**src/rtl/pistorm_arb_pkg.sv**
```systemverilog
// ---------------------------------------------------------------------------
// pistorm_arb_pkg
//   Shared definitions for the PiStorm 68K bus arbiter:
//     - ARB_STATE_W : width of the debug/status state field
//     - CNT_W       : width of the arbiter's cycle counter (covers all defaults)
//     - arb_state_e : arbiter state encodings as exposed on ARB_STATE
//     - arb_out_t   : bundle of the registered bus-control outputs
//     - state_outputs() : output values owned by each state
//     - sat_inc()   : saturating counter increment
// ---------------------------------------------------------------------------
package pistorm_arb_pkg;

  localparam int ARB_STATE_W = 3;
  localparam int CNT_W       = 5;

  typedef enum logic [ARB_STATE_W-1:0] {
    ST_OWN     = 3'd0,
    ST_PEND    = 3'd1,
    ST_GRANT   = 3'd2,
    ST_EXT     = 3'd3,
    ST_RECLAIM = 3'd4,
    ST_HOLDOFF = 3'd5
  } arb_state_e;

  typedef struct packed {
    logic bg_n;
    logic oe_n;
    logic op_grant;
    logic ext_owner;
  } arb_out_t;

  // Output values while sitting in a given state. Anything unknown falls back
  // to the reset values (engine owns the bus, no grant).
  function automatic arb_out_t state_outputs(input arb_state_e s);
    arb_out_t o;
    o.bg_n      = 1'b1;
    o.oe_n      = 1'b0;
    o.op_grant  = 1'b1;
    o.ext_owner = 1'b0;
    case (s)
      ST_PEND: begin
        o.op_grant = 1'b0;
      end
      ST_GRANT: begin
        o.bg_n      = 1'b0;
        o.oe_n      = 1'b1;
        o.op_grant  = 1'b0;
        o.ext_owner = 1'b1;
      end
      ST_EXT: begin
        o.oe_n      = 1'b1;
        o.op_grant  = 1'b0;
        o.ext_owner = 1'b1;
      end
      ST_RECLAIM: begin
        o.oe_n     = 1'b1;
        o.op_grant = 1'b0;
      end
      default: ;
    endcase
    return o;
  endfunction

  function automatic logic [CNT_W-1:0] sat_inc(input logic [CNT_W-1:0] c);
    return (&c) ? c : c + 1'b1;
  endfunction

endpackage

```
**src/rtl/m68k_sync_edge.sv**
```systemverilog
// ---------------------------------------------------------------------------
// m68k_sync_edge
//   STAGES-flop synchronizer for an asynchronous single-bit input, followed by
//   one history flop used for edge detection (STAGES+1 flops in total).
//   Ports:
//     clk   in  sampling clock
//     rst   in  synchronous active-high reset (chain loads RESET_VAL)
//     din   in  asynchronous input
//     level out synchronized level of din
//     rise  out one-clk pulse on synchronized 0->1
//     fall  out one-clk pulse on synchronized 1->0
// ---------------------------------------------------------------------------
module m68k_sync_edge #(
  parameter int   STAGES    = 2,
  parameter logic RESET_VAL = 1'b1
) (
  input  logic clk,
  input  logic rst,
  input  logic din,
  output logic level,
  output logic rise,
  output logic fall
);

  // sync_p[STAGES-1:0] is the metastability chain, sync_p[STAGES] holds the
  // previous synchronized level for edge detection.
  logic [STAGES:0] sync_p;

  always_ff @(posedge clk) begin
    if (rst) begin
      sync_p <= {(STAGES+1){RESET_VAL}};
    end else begin
      sync_p <= {sync_p[STAGES-1:0], din};
    end
  end

  assign level = sync_p[STAGES-1];
  assign rise  = sync_p[STAGES-1] & ~sync_p[STAGES];
  assign fall  = ~sync_p[STAGES-1] & sync_p[STAGES];

endmodule

```
**src/rtl/m68k_bus_arbiter.sv**
```systemverilog
// ---------------------------------------------------------------------------
// m68k_bus_arbiter
//   Owns 68K bus mastership for the PiStorm CPLD. Stops the Pi bus-cycle
//   engine from starting new cycles when an external master requests the bus,
//   grants the bus once the current cycle has finished, keeps our drivers
//   tristated while the external master owns the bus, and reclaims it after.
//
//   Optional feature: define PISTORM_ARB_HOLDOFF_EN to insert a HOLDOFF state
//   after RECLAIM that ignores BR for HOLDOFF_CYCLES 7 MHz periods, so the Pi
//   keeps making progress under a continuous bus request.
//
//   Ports:
//     PI_CLK        in   200 MHz clock, sole clock of the block
//     PI_RST        in   synchronous active-high reset
//     M68K_CLK      in   raw 7 MHz 68K clock, sampled as data
//     M68K_BR_n     in   bus request from external master (async)
//     M68K_BGACK_n  in   bus grant acknowledge (async)
//     M68K_AS_n     in   our engine's AS_n, fed back
//     OP_REQ        in   engine has a pending Pi transaction (status only)
//     OP_ACTIVE     in   engine is in S1..S7
//     OP_GRANT      out  engine may leave S0/Sr to start a cycle
//     M68K_BG_n     out  bus grant to the 68K bus
//     BUS_OE_n      out  1 = tristate AS/UDS/LDS/RW/FC/address-latch drivers
//     EXT_OWNER     out  1 while in GRANT or EXT
//     ARB_STATE     out  state encoding for debug/status readback
// ---------------------------------------------------------------------------
module m68k_bus_arbiter
  import pistorm_arb_pkg::*;
#(
  parameter int SYNC_STAGES    = 2,
  parameter int RECLAIM_CYCLES = 2,
  parameter int BG_TIMEOUT     = 16,
  parameter int HOLDOFF_CYCLES = 8
) (
  input  logic                   PI_CLK,
  input  logic                   PI_RST,
  input  logic                   M68K_CLK,
  input  logic                   M68K_BR_n,
  input  logic                   M68K_BGACK_n,
  input  logic                   M68K_AS_n,
  input  logic                   OP_REQ,
  input  logic                   OP_ACTIVE,
  output logic                   OP_GRANT,
  output logic                   M68K_BG_n,
  output logic                   BUS_OE_n,
  output logic                   EXT_OWNER,
  output logic [ARB_STATE_W-1:0] ARB_STATE
);

  localparam logic [CNT_W-1:0] BG_TC      = CNT_W'(BG_TIMEOUT);
  localparam logic [CNT_W-1:0] RECLAIM_TC = CNT_W'(RECLAIM_CYCLES);
  localparam logic [CNT_W-1:0] HOLDOFF_TC = CNT_W'(HOLDOFF_CYCLES);

  logic br_lvl_n, br_rise, br_fall;
  logic bgack_lvl_n, bgack_rise, bgack_fall;
  logic c7m_lvl, c7m_rise, c7m_fall;
  logic br_s, bgack_s;

  m68k_sync_edge #(.STAGES(SYNC_STAGES), .RESET_VAL(1'b1)) u_sync_br (
    .clk   (PI_CLK),
    .rst   (PI_RST),
    .din   (M68K_BR_n),
    .level (br_lvl_n),
    .rise  (br_rise),
    .fall  (br_fall)
  );

  m68k_sync_edge #(.STAGES(SYNC_STAGES), .RESET_VAL(1'b1)) u_sync_bgack (
    .clk   (PI_CLK),
    .rst   (PI_RST),
    .din   (M68K_BGACK_n),
    .level (bgack_lvl_n),
    .rise  (bgack_rise),
    .fall  (bgack_fall)
  );

  // Reset value 0 means a high M68K_CLK after reset reads as a rise, never
  // as a spurious falling edge.
  m68k_sync_edge #(.STAGES(SYNC_STAGES), .RESET_VAL(1'b0)) u_sync_c7m (
    .clk   (PI_CLK),
    .rst   (PI_RST),
    .din   (M68K_CLK),
    .level (c7m_lvl),
    .rise  (c7m_rise),
    .fall  (c7m_fall)
  );

  assign br_s    = ~br_lvl_n;
  assign bgack_s = ~bgack_lvl_n;

  // Edge pulses of BR/BGACK, the c7m level and OP_REQ are not needed by the
  // arbitration decision; collect them here so they are visibly intentional.
  logic arb_unused;
`ifdef PISTORM_ARB_HOLDOFF_EN
  assign arb_unused = ^{OP_REQ, br_rise, br_fall, bgack_rise, bgack_fall,
                        c7m_rise, c7m_lvl};
`else
  assign arb_unused = ^{OP_REQ, br_rise, br_fall, bgack_rise, bgack_fall,
                        c7m_rise, c7m_lvl, HOLDOFF_TC};
`endif

  arb_state_e       state, state_nx;
  logic [CNT_W-1:0] cnt, cnt_nx, cnt_inc;
  logic             quiet, quiet_nx;
  arb_out_t         outs_nx;

  // ---- state / output register stage ----
  always_ff @(posedge PI_CLK) begin
    if (PI_RST) begin
      state     <= ST_OWN;
      cnt       <= '0;
      quiet     <= 1'b0;
      M68K_BG_n <= 1'b1;
      BUS_OE_n  <= 1'b0;
      OP_GRANT  <= 1'b1;
      EXT_OWNER <= 1'b0;
    end else begin
      state     <= state_nx;
      cnt       <= cnt_nx;
      quiet     <= quiet_nx;
      M68K_BG_n <= outs_nx.bg_n;
      BUS_OE_n  <= outs_nx.oe_n;
      OP_GRANT  <= outs_nx.op_grant;
      EXT_OWNER <= outs_nx.ext_owner;
    end
  end

  assign ARB_STATE = state;

  // ---- next-state decode ----
  always_comb begin
    state_nx = state;
    cnt_nx   = cnt;
    quiet_nx = quiet;
    cnt_inc  = sat_inc(cnt);

    case (state)
      ST_OWN: begin
        if (br_s) state_nx = ST_PEND;
      end

      // An engine cycle already in flight always completes: grant only on a
      // 7 MHz falling edge with the engine idle and AS_n negated.
      ST_PEND: begin
        if (c7m_fall) begin
          if (!br_s)                          state_nx = ST_OWN;
          else if (!OP_ACTIVE && M68K_AS_n)   state_nx = ST_GRANT;
        end
      end

      // cnt counts 7 MHz falls without BGACK; quiet remembers that the previous
      // fall saw neither BR nor BGACK (master gave up before acknowledging).
      ST_GRANT: begin
        if (c7m_fall) begin
          cnt_nx   = cnt_inc;
          quiet_nx = ~br_s & ~bgack_s;
          if (bgack_s)                  state_nx = ST_EXT;
          else if (!br_s && quiet)      state_nx = ST_RECLAIM;
          else if (cnt_inc >= BG_TC)    state_nx = ST_RECLAIM;
        end
      end

      // BR still asserted when BGACK drops means a second master is waiting.
      ST_EXT: begin
        if (c7m_fall && !bgack_s) state_nx = br_s ? ST_GRANT : ST_RECLAIM;
      end

      ST_RECLAIM: begin
        if (c7m_fall) begin
          cnt_nx = cnt_inc;
          if (cnt_inc >= RECLAIM_TC) begin
`ifdef PISTORM_ARB_HOLDOFF_EN
            state_nx = ST_HOLDOFF;
`else
            state_nx = ST_OWN;
`endif
          end
        end
      end

`ifdef PISTORM_ARB_HOLDOFF_EN
      ST_HOLDOFF: begin
        if (c7m_fall) begin
          cnt_nx = cnt_inc;
          if (cnt_inc >= HOLDOFF_TC) state_nx = ST_OWN;
        end
      end
`endif

      default: state_nx = ST_OWN;
    endcase

    // Every state starts its own count from zero.
    if (state_nx != state) begin
      cnt_nx   = '0;
      quiet_nx = 1'b0;
    end

    outs_nx = state_outputs(state_nx);
  end

endmodule

```
**config.mk**
```make
export PLATFORM = sky130hd
export DESIGN_NAME = m68k_bus_arbiter
export DESIGN_NICKNAME = d
export VERILOG_FILES = /design/src/rtl/pistorm_arb_pkg.sv /design/src/rtl/m68k_sync_edge.sv /design/src/rtl/m68k_bus_arbiter.sv
export SDC_FILE = /design/constraint.sdc
export NUM_CORES = 1
export LEC_CHECK = 0
export ABC_AREA = 0
export BUFFER_PORTS_ARGS = -buffer_cell sky130_fd_sc_hd__buf_2
export CORE_UTILIZATION = 40
export CTS_BUF_LIST = sky130_fd_sc_hd__clkbuf_16
export DETAILED_ROUTE_END_ITERATION = 16
export SLEW_MARGIN = 20
export SYNTH_ARGS = -nofsm -noshare
export SYNTH_HDL_FRONTEND = slang
export SYNTH_HIERARCHICAL = 1
export SYNTH_SLANG_ARGS = --single-unit
```
**constraint.sdc**
```tcl
create_clock -name PI_CLK -period 2.7 [get_ports PI_CLK]
set_input_delay 0.405 -clock PI_CLK [delete_from_list [all_inputs] [get_ports PI_CLK]]
set_output_delay 0.405 -clock PI_CLK [all_outputs]
set_load 0.02 [all_outputs]
```
==> results.txt <==
Status - complete, no violations
Drt first pass iters - 4
Placement Rows - 17
Syn nets - 113
IO Port Bufs - 13
Worst-Margin Slew - 0.536 ns
Comb pwr share - 0.044
Max H-tree Level - 1
Fill count - 220
P_int - 608 µW
Avg Synthesized Cell Area - 8.95 µm²
FF/Latch Area - 400 µm²
# diodes - 0
Clock Tree Root - clkbuf_16
TritonCTS clock tree - yes
Die footprint - 0.00252 mm²
Endpoints failing hold - 0
Pin count of the biggest net entering global routing - 16
Clk buf depth - 2
Starting Density - 0.421
Worst-path clk slew - 0.06 ns
Number of global-route vias before repair - 757
Synth warnings - 6
Sequential Power Share - 0.415
Post-CTS sizing - 0
First-pass GRT wire length - 3.32 mm
Wirelength, routed - 1.84 mm
Drt drc - 0
GP Congestion - 0.764
Clock latency on the worst-skew pair - 0.25 ns
Slew HR - 0.643
Setup violations, final - 0
Multi-input combinational cell area - 495 µm²
LEAKAGE - 0.000448 µW
Post-synthesis cell count - 104
Share of cells above drive strength 1 - 0.220
Final Critical Period - 2.06 ns
Final ANT Viol Nets - 0
Buf/Inv on CP - 0
F_max - 486 MHz
RSZ-0062 raised after global routing - false
# hold bufs at CTS - 0
Net Switching - 130 µW
Worst EP required - 2.86 ns
Final net count - 128
Clock Skew - 0.00390 ns
Hold Path Class - primary input to register
CP max FO - 6
Slowest stage delay, CP - 0.49 ns
DR WL/cell - 12.6 µm
Slew Limit Fails - 0
WHS - 0.326 ns
Tcrit/Tclk final - 0.761
Startpoint types - register
Clock Power Share - 0.541
Via Count - 771
Sw Ratio - 0.176
# IOs - 15
GRT Overall Usage - 0.171
Core Region - 0.00221 mm²
Critical Path Slowest Stage Cell - or3b_1
Top Family by Delay on Critical Path - simple AND/OR/NAND/NOR gates
Crit. End Element - register
DRT iter0 DRCs - 6
VDD IR max - 0.455 mV
CTS buffer count - 3
Max cap viols - 0
Worst-path cell chain - ha_1 -> and3_4 -> a211oi_4 -> a21oi_1 -> or3b_1 -> nor4_2
Setup bufs post-CTS - 0
Synthesized area - 931 µm²
Vias per std cell - 5.28
Die Wd - 50.2 µm
Critical path type - register to register
Overflow after GRT - 0
Setup_tns - 0 ns
HPWL Detailed - 1.26 mm
Power density cells - 661 mW/mm²
Initial antenna violation count - 0
Die Ht - 50.2 µm
P&R area growth vs syn - 19.9%
Crit path DAT - 2.22 ns
# clock sinks - 20
per-stage QoR:
stage | cell area, µm² | utilization | power, µW | setup slack (ns) | cells
after floorplan | 931 | - | 334 | 0.829 | 104
after CTS | 1120 | 0.505 | 749 | 0.650 | 146
final | 1120 | 0.505 | 738 | 0.644 | 146
after global placement | 1010 | 0.457 | 345 | 0.705 | 142
after global routing | 1120 | 0.505 | 767 | 0.542 | 146
after detailed placement | 1010 | 0.457 | 345 | 0.669 | 142
final timing paths:
| check | startpoint | endpoint | slack, ns | depth (start not counted) |
|---|---|---|---|---|
| worst max-delay path | cnt[0] | cnt[2] | 0.64 | 6 |
| worst min-delay path | M68K_BR_n | u_sync_br/sync_p[0] | 0.33 | 2 |
| worst max register to register | cnt[0] | cnt[2] | 0.64 | 6 |
| worst min register to register | u_sync_bgack/sync_p[0] | u_sync_bgack/sync_p[1] | 0.41 | 1 |
state kept, by name, summed over array words and instances, names as in the netlist:
name,cells
quiet,1
EXT_OWNER,1
M68K_BG_n,1
OP_GRANT,1
ARB_STATE,3
u_sync_bgack/sync_p,2
u_sync_c7m/sync_p,3
u_sync_br/sync_p,2
cnt,5
BUS_OE_n,1
routing by layer:
| metal | share of wire | global-route usage | vias to the layer above |
|---|---|---|---|
| met2 | 0.47 | 0.271 | 12 |
| met3 | 0.027 | 0.0303 | 2 |
| met4 | 0.0054 | 0.0952 | 0 |
| li1 | - | - | 399 |
| met5 | 0 | 0 | - |
| met1 | 0.50 | 0.216 | 358 |
area by class of cell:
type,instances,area share
clock inverters,1,0.0269
multi-input cells,78,0.444
well taps,28,0.0314
inverters,2,0.00673
repair buffers,14,0.0650
clock buffers,3,0.0673
flip-flops and latches,20,0.359
layout by cell type, fill, tap and decap left out, types with 2 or more instances in the layout:
master / count
dfxtp_1: 20
or2_1: 4
nor2_1: 7
xor2_1: 2
nor2b_1: 5
nand2_1: 15
buf_2: 13
nor3_1: 6
a211oi_1: 3
clkbuf_16: 3
a21oi_1: 6
and3_1: 2
o21ai_0: 5
o21ba_2: 2
mux2i_1: 2
nand4_1: 2
power by group through the flow:
stage | registers (µW) | logic [µW] | clock network (µW)
6_report | 306 | 32.2 | 399
4_1_cts | 306 | 32.2 | 410
2_1_floorplan | 312 | 22.0 | 0
3_3_place_gp | 313 | 32.1 | 0
5_1_grt | 307 | 36.2 | 424
3_5_place_dp | 313 | 32.1 | 0
Power figures use the tool's default switching activity.
